$ cat config.mk
export PLATFORM = sky130hd
export DESIGN_NAME = mem_port_arbiter_flat
export DESIGN_NICKNAME = d
export VERILOG_FILES = /design/src/rtl/mem_port_arbiter_if.sv /design/src/rtl/mem_port_arbiter.sv /design/src/flat_wrapper.sv
export SDC_FILE = /design/constraint.sdc
export NUM_CORES = 1
export LEC_CHECK = 0
export ABC_CLOCK_PERIOD_IN_PS = 1600
export CAP_MARGIN = 5
export CORE_MARGIN = 1.5
export CORE_UTILIZATION = 33
export CTS_BUF_LIST = sky130_fd_sc_hd__clkbuf_4 sky130_fd_sc_hd__clkbuf_8
export DETAILED_ROUTE_END_ITERATION = 12
export PLACE_DENSITY = 0.71
export SYNTH_ARGS = -nofsm -noshare
export SYNTH_HDL_FRONTEND = slang
export SYNTH_SLANG_ARGS = --single-unit
$ cat constraint.sdc
create_clock -name clk_i -period 1.6 [get_ports clk_i]
set_input_delay 0.32 -clock clk_i [delete_from_list [all_inputs] [get_ports clk_i]]
set_output_delay 0.32 -clock clk_i [all_outputs]
set_load 0.05 [all_outputs]
$ cat src/rtl/mem_port_arbiter_if.sv
// rtl/mem_port_arbiter_if.sv - requester and memory handshake bundle for mem_port_arbiter
interface mem_port_arbiter_if #(
  parameter int ADDR_W = 32,
  parameter int DATA_W = 32
);
  logic              if_req_i;
  logic [ADDR_W-1:0] if_addr_i;
  logic [DATA_W-1:0] if_rdata_o;
  logic              if_done_o;
  logic              d_req_i;
  logic              d_we_i;
  logic [ADDR_W-1:0] d_addr_i;
  logic [DATA_W-1:0] d_wdata_i;
  logic [DATA_W-1:0] d_rdata_o;
  logic              d_done_o;
  logic              mem_req_o;
  logic              mem_we_o;
  logic [ADDR_W-1:0] mem_addr_o;
  logic [DATA_W-1:0] mem_wdata_o;
  logic [DATA_W-1:0] mem_rdata_i;
  logic              mem_ack_i;
  logic              stall_o;

  modport slave (
    input  if_req_i, if_addr_i, d_req_i, d_we_i, d_addr_i, d_wdata_i, mem_rdata_i, mem_ack_i,
    output if_rdata_o, if_done_o, d_rdata_o, d_done_o, mem_req_o, mem_we_o, mem_addr_o,
           mem_wdata_o, stall_o
  );

  modport master (
    output if_req_i, if_addr_i, d_req_i, d_we_i, d_addr_i, d_wdata_i, mem_rdata_i, mem_ack_i,
    input  if_rdata_o, if_done_o, d_rdata_o, d_done_o, mem_req_o, mem_we_o, mem_addr_o,
           mem_wdata_o, stall_o
  );
endinterface

$ cat src/rtl/mem_port_arbiter.sv
// rtl/mem_port_arbiter.sv - shares one variable-latency memory between fetch and data stages
module mem_port_arbiter #(
  parameter int ADDR_W     = 32,
  parameter int DATA_W     = 32,
  parameter int STARVE_MAX = 4
) (
  input logic                clk_i,
  input logic                rst_i,
  mem_port_arbiter_if.slave  bus
);

  localparam logic [3:0] SMAX = 4'(STARVE_MAX);

  typedef enum logic [2:0] {
    IDLE,
    BUSY_I,
    BUSY_D,
    RESP_I,
    RESP_D
  } state_t;

  state_t            state_q, state_d;
  logic              mem_req_q, mem_req_d;
  logic              mem_we_q, mem_we_d;
  logic [ADDR_W-1:0] mem_addr_q, mem_addr_d;
  logic [DATA_W-1:0] mem_wdata_q, mem_wdata_d;
  logic              if_done_q, if_done_d;
  logic              d_done_q, d_done_d;
  logic [DATA_W-1:0] if_rdata_q, if_rdata_d;
  logic [DATA_W-1:0] d_rdata_q, d_rdata_d;
  logic [3:0]        starve_q, starve_d;

  always_ff @(posedge clk_i) begin
    if (rst_i) begin
      state_q     <= IDLE;
      mem_req_q   <= 1'b0;
      mem_we_q    <= 1'b0;
      mem_addr_q  <= '0;
      mem_wdata_q <= '0;
      if_done_q   <= 1'b0;
      d_done_q    <= 1'b0;
      if_rdata_q  <= '0;
      d_rdata_q   <= '0;
      starve_q    <= 4'd0;
    end else begin
      state_q     <= state_d;
      mem_req_q   <= mem_req_d;
      mem_we_q    <= mem_we_d;
      mem_addr_q  <= mem_addr_d;
      mem_wdata_q <= mem_wdata_d;
      if_done_q   <= if_done_d;
      d_done_q    <= d_done_d;
      if_rdata_q  <= if_rdata_d;
      d_rdata_q   <= d_rdata_d;
      starve_q    <= starve_d;
    end
  end

  always_comb begin
    state_d     = state_q;
    mem_req_d   = mem_req_q;
    mem_we_d    = mem_we_q;
    mem_addr_d  = mem_addr_q;
    mem_wdata_d = mem_wdata_q;
    if_done_d   = 1'b0;
    d_done_d    = 1'b0;
    if_rdata_d  = if_rdata_q;
    d_rdata_d   = d_rdata_q;
    starve_d    = starve_q;

    case (state_q)
      IDLE: begin
        // Data wins unless a waiting fetch has already been passed over SMAX times.
        if (bus.d_req_i && (!bus.if_req_i || (starve_q < SMAX))) begin
          state_d     = BUSY_D;
          mem_req_d   = 1'b1;
          mem_we_d    = bus.d_we_i;
          mem_addr_d  = {bus.d_addr_i[ADDR_W-1:2], 2'b00};
          mem_wdata_d = bus.d_we_i ? bus.d_wdata_i : '0;
          starve_d    = bus.if_req_i ? (starve_q + 4'd1) : 4'd0;
        end else if (bus.if_req_i) begin
          state_d     = BUSY_I;
          mem_req_d   = 1'b1;
          mem_we_d    = 1'b0;
          mem_addr_d  = {bus.if_addr_i[ADDR_W-1:2], 2'b00};
          mem_wdata_d = '0;
          starve_d    = 4'd0;
        end
      end
      BUSY_I: begin
        if (bus.mem_ack_i) begin
          state_d    = RESP_I;
          mem_req_d  = 1'b0;
          if_done_d  = 1'b1;
          if_rdata_d = bus.mem_rdata_i;
        end
      end
      BUSY_D: begin
        if (bus.mem_ack_i) begin
          state_d   = RESP_D;
          mem_req_d = 1'b0;
          d_done_d  = 1'b1;
          if (!mem_we_q) begin
            d_rdata_d = bus.mem_rdata_i;
          end
        end
      end
      RESP_I, RESP_D: begin
        state_d = IDLE;
      end
      default: begin
        state_d   = IDLE;
        mem_req_d = 1'b0;
      end
    endcase
  end

  assign bus.mem_req_o   = mem_req_q;
  assign bus.mem_we_o    = mem_we_q;
  assign bus.mem_addr_o  = mem_addr_q;
  assign bus.mem_wdata_o = mem_wdata_q;
  assign bus.if_done_o   = if_done_q;
  assign bus.d_done_o    = d_done_q;
  assign bus.if_rdata_o  = if_rdata_q;
  assign bus.d_rdata_o   = d_rdata_q;

  // Done masks its own request so the pipeline advances in the completion cycle.
  assign bus.stall_o = (bus.if_req_i & ~if_done_q) | (bus.d_req_i & ~d_done_q);

endmodule

$ cat src/flat_wrapper.sv
// flat-port wrapper written by rule: the top's interface ports become plain ports
module mem_port_arbiter_flat 
#(
  parameter int ADDR_W     = 32,
  parameter int DATA_W     = 32,
  parameter int STARVE_MAX = 4
)
  (clk_i, rst_i, bus_if_req_i, bus_if_addr_i, bus_d_req_i, bus_d_we_i, bus_d_addr_i, bus_d_wdata_i, bus_mem_rdata_i, bus_mem_ack_i, bus_if_rdata_o, bus_if_done_o, bus_d_rdata_o, bus_d_done_o, bus_mem_req_o, bus_mem_we_o, bus_mem_addr_o, bus_mem_wdata_o, bus_stall_o);
  mem_port_arbiter_if #(.ADDR_W(ADDR_W), .DATA_W(DATA_W)) bus_i ();
  input logic clk_i;
  input logic rst_i;
  input wire logic [$bits(bus_i.if_req_i)-1:0] bus_if_req_i;
  input wire logic [$bits(bus_i.if_addr_i)-1:0] bus_if_addr_i;
  input wire logic [$bits(bus_i.d_req_i)-1:0] bus_d_req_i;
  input wire logic [$bits(bus_i.d_we_i)-1:0] bus_d_we_i;
  input wire logic [$bits(bus_i.d_addr_i)-1:0] bus_d_addr_i;
  input wire logic [$bits(bus_i.d_wdata_i)-1:0] bus_d_wdata_i;
  input wire logic [$bits(bus_i.mem_rdata_i)-1:0] bus_mem_rdata_i;
  input wire logic [$bits(bus_i.mem_ack_i)-1:0] bus_mem_ack_i;
  output wire logic [$bits(bus_i.if_rdata_o)-1:0] bus_if_rdata_o;
  output wire logic [$bits(bus_i.if_done_o)-1:0] bus_if_done_o;
  output wire logic [$bits(bus_i.d_rdata_o)-1:0] bus_d_rdata_o;
  output wire logic [$bits(bus_i.d_done_o)-1:0] bus_d_done_o;
  output wire logic [$bits(bus_i.mem_req_o)-1:0] bus_mem_req_o;
  output wire logic [$bits(bus_i.mem_we_o)-1:0] bus_mem_we_o;
  output wire logic [$bits(bus_i.mem_addr_o)-1:0] bus_mem_addr_o;
  output wire logic [$bits(bus_i.mem_wdata_o)-1:0] bus_mem_wdata_o;
  output wire logic [$bits(bus_i.stall_o)-1:0] bus_stall_o;
  assign bus_i.if_req_i = bus_if_req_i;
  assign bus_i.if_addr_i = bus_if_addr_i;
  assign bus_i.d_req_i = bus_d_req_i;
  assign bus_i.d_we_i = bus_d_we_i;
  assign bus_i.d_addr_i = bus_d_addr_i;
  assign bus_i.d_wdata_i = bus_d_wdata_i;
  assign bus_i.mem_rdata_i = bus_mem_rdata_i;
  assign bus_i.mem_ack_i = bus_mem_ack_i;
  assign bus_if_rdata_o = bus_i.if_rdata_o;
  assign bus_if_done_o = bus_i.if_done_o;
  assign bus_d_rdata_o = bus_i.d_rdata_o;
  assign bus_d_done_o = bus_i.d_done_o;
  assign bus_mem_req_o = bus_i.mem_req_o;
  assign bus_mem_we_o = bus_i.mem_we_o;
  assign bus_mem_addr_o = bus_i.mem_addr_o;
  assign bus_mem_wdata_o = bus_i.mem_wdata_o;
  assign bus_stall_o = bus_i.stall_o;
  mem_port_arbiter #(.ADDR_W(ADDR_W), .DATA_W(DATA_W), .STARVE_MAX(STARVE_MAX)) u_core (.clk_i(clk_i), .rst_i(rst_i), .bus(bus_i));
endmodule
==> impl_results.rst <==
.. list-table::
   :header-rows: 1

   * - Metric
     - Value
   * - Critical hold path startpoint
     - rst_i
   * - Part of the power in registers
     - about two fifths
   * - Setup Total Neg Slack
     - 0 ns
   * - Mapped Cells
     - approximately 650
   * - Number of levels in the clock H-tree
     - 4
   * - Post-detail-place hpwl
     - around 11000 um
   * - Count of nets after finishing
     - between 1000 and 1500
   * - Starting density of the core
     - around 34%
   * - Portion of synthesized cell area occupied by the leading cell type
     - a little over half
   * - Final cell count without fillers
     - 1142
   * - Crit path DAT
     - 1.85 ns
   * - Final Skew
     - around 0.014 ns
   * - Cell area after synthesis
     - about 5200 um^2
   * - Slowest CP cell
     - or4_4
   * - Root buffer cell
     - clkbuf_8
   * - Setup repair after global routing missed its margin
     - no
   * - Switching portion of total power
     - 31.2%
   * - Clock insertion delay at the later pin of the skew report
     - 0.43 ns
   * - Number of buffers created by CTS
     - 17
   * - Top cells by area in the synthesized netlist
     - dfxtp_1 (53%), nand2_1 (14%), a21oi_1 (12%)
   * - Die Area
     - around 17000 um^2
   * - CTS Buffer Depth
     - 2
   * - Core region area
     - roughly 15000 um^2
   * - Via total after detailed routing
     - 5394
   * - Global-route total usage across every layer
     - 19.3%
   * - Number of iterations in the first detailed-routing pass
     - 4
   * - Minimum period implied by the final worst setup slack
     - ~1.5 ns
   * - Io pins
     - 267
   * - CTS tree
     - done
   * - Setup-violating endpoint count in the final report
     - 0
   * - Worst hold-check path type
     - input port to register
   * - Average wire per standard cell
     - about 14 um
   * - Maximum net fanout on the critical path
     - 10
   * - Remaining global-route overflow
     - 0
   * - Synthesis-stage register bit count
     - approximately 140
   * - Worst VDD drop
     - ~0.56 mV
   * - FP Rows
     - 45
   * - Start-to-end type of the worst setup path
     - register to register
   * - Relative contribution of combinational cells to total power
     - 26.3%
   * - Clock Sinks
     - ~140
   * - Post-synthesis cell type count
     - 33
   * - Placer congestion estimate
     - between 0.7 and 0.8
   * - Total of fill cells in the finished design
     - between 1000 and 1500
   * - Highest Clock Rate
     - 648 MHz
   * - Sequential fraction of the synthesis area
     - a little over half
   * - Clock edge transition at the registers on the reported setup and hold paths
     - ~0.07 ns
   * - Total Power
     - ~9.4 mW
   * - Antenna-violating nets left
     - 0
   * - Clock Power Share
     - between 30% and 40%
   * - Max capacitance violation total
     - 0
   * - Cells along the critical path
     - or4_4 -> buf_4 -> a21oi_1 -> a211oi_2
   * - Number of global-route vias before repair
     - ~5000
   * - Antenna violations before repair
     - 0
   * - Final Routed Wirelength
     - about 17000 um
   * - Fraction of final layout cells sized beyond drive strength 1
     - 25.0%
   * - Leakage power
     - around 3.4 nW
   * - I/O Buffers
     - 260
   * - Largest net degree at the start of global routing
     - 71
   * - Power per cell area
     - around 1100 nW/um^2
   * - Share of the clock period used by the worst path after layout
     - between 90% and 100%
   * - Run status
     - finished clean
   * - WP buf/inv
     - 1
   * - Cell accounting for the most synthesized area
     - dfxtp_1
   * - Vias per cell
     - around 4.7
   * - Most common cell after layout, fill and taps aside
     - nand2_1
   * - Endpoint kind of the worst setup timing path
     - register
   * - Critical path data required time
     - 1.90 ns
   * - Number of buffers inserted for hold repair after clock tree synthesis
     - 0
   * - Remaining design rule violation count
     - 0
   * - Count of yosys warnings during synthesis
     - 0
   * - Area Overhead vs Synth
     - 64.2%
   * - Startpoint class of the critical path
     - register
   * - Final Hold Fails
     - 0
   * - Switching power
     - 2.92 mW
   * - Final Hold Slack
     - approximately 0.11 ns
   * - Average cell area after synthesis
     - roughly 8.0 um^2
   * - Wire length of the first global-routing pass
     - approximately 25000 um
   * - Largest delay share family, worst path
     - simple AND/OR/NAND/NOR gates
   * - Launching instance or port of the critical path
     - u_core.state_q[2]
   * - Critical register-to-register path startpoint
     - u_core.state_q[2]
   * - Number of pins with negative max-slew slack in the final report
     - 0
   * - Inst Count DP
     - between 1000 and 1500
   * - Initial DRC count
     - around 240
   * - Ant. Diodes
     - 0
   * - Most used cells in the layout excluding fill and tap cells
     - nand2_1 (197), buf_4 (154), dfxtp_1 (135), clkdlybuf4s50_1 (126), a21oi_1 (122)
   * - X dimension of the die
     - 129 um
   * - Int Pwr
     - 6.44 mW
   * - Die outline height
     - approximately 130 um
   * - Largest stage delay on the critical path
     - about 0.6 ns
==> layout make-up <==
cell class	instances	area [um^2]	area share, %
Timing Repair Buffer	305	2870	33.6
Sequential cell	137	2750	32.1
Multi-Input combinational cell	454	2200	25.8
Clock buffer	21	277	3.24
Tap cell	211	264	3.09
Clock inverter	10	168	1.96
Inverter	4	15.0	0.176
==> stage by stage <==
stage | utilization [%] | worst slack [ns] | cell area [um^2]
after floorplan | - | 0.0621 | 5210
after global placement | 52.4 | -0.270 | 8020
after detailed placement | 52.4 | -0.289 | 8020
after CTS | 55.2 | 0.00118 | 8460
after global routing | 55.8 | 0.0131 | 8540
final | 55.8 | 0.0571 | 8540
==> logic make-up (layout without fill, tap and decap cells) <==
group                      count (synthesis)  count (layout)  synth area share, %
adders and majority gates                  1               1                0.240
and+or+nand+nor                          282             282                 22.5
other                                      1               2               0.0721
DFF                                      137             137                 52.7
buffers and inverters                     63             340                 5.80
muxes                                      1               1                0.216
AOI/OAI and AO/OA                        168             168                 18.5
==> worst paths after layout <==
kind	to	slack (ns)	cells past startpoint
max	u_core.bus.mem_addr_o[5]	0.06	4
min reg2reg	u_core.bus.mem_wdata_o[1]	0.45	2
min	u_core.state_q[0]	0.11	2
max reg2reg	u_core.bus.mem_addr_o[5]	0.06	4
==> repair_timing <==
| action | CTS | global route |
|---|---|---|
| setup endpoints to repair | 1 | 68 |
| endpoints found under the hold margin | 0 | 0 |
| cloned | 0 | 1 |
| pin swaps | 1 | 1 |
| resized for setup | 1 | 13 |
| buffers inserted | 0 | 1 |
==> power groups by stage <==
| stage | sequential, mW | combinational [mW] | clock (mW) |
|---|---|---|---|
| final | 3.74 | 2.46 | 3.16 |
| after global routing | 3.76 | 2.62 | 3.40 |
| after floorplan | 4.49 | 0.697 | 0 |
| after detailed placement | 3.82 | 2.41 | 0 |
| after CTS | 3.74 | 2.42 | 3.27 |
| after global placement | 3.81 | 2.40 | 0 |
==> Yosys cell counts <==
master,instances
nand3_1,34
and2_1,1
a211oi_1,30
nor4bb_1,1
o22ai_1,2
conb_1,1
nand3b_1,1
o21ai_1,1
and3_1,1
or3_1,1
or2_2,1
nor4_4,1
a21oi_2,10
dfxtp_1,137
nand2_1,197
nor2_1,37
nand4bb_1,1
nor4_1,1
nor3_1,1
nor2b_1,1
mux2_2,1
or3b_2,1
buf_4,5
o31a_1,1
buf_6,2
a21oi_1,123
o211ai_1,1
clkbuf_1,27
buf_2,25
inv_1,4
ha_1,1
or4_4,1
nor3b_1,1
==> per-layer routing <==
layer	part of all wire [%]	vias up	global-route usage (%)
met2	47	184	32.1
li1	-	2708	-
met5	0	-	0
met4	1.9	0	7.47
met1	42	2478	23.0
met3	8.9	24	6.65
==> state kept, by name, indices dropped and copies added, names as in the netlist <==
name / cells
u_core.bus.d_rdata_o: 32
u_core.bus.mem_addr_o: 30
u_core.starve_q: 4
u_core.bus.if_done_o: 1
u_core.bus.mem_wdata_o: 32
u_core.state_q: 3
u_core.bus.d_done_o: 1
u_core.bus.mem_we_o: 1
u_core.bus.mem_req_o: 1
u_core.bus.if_rdata_o: 32
Note: power is estimated with default switching activity, not from simulation.
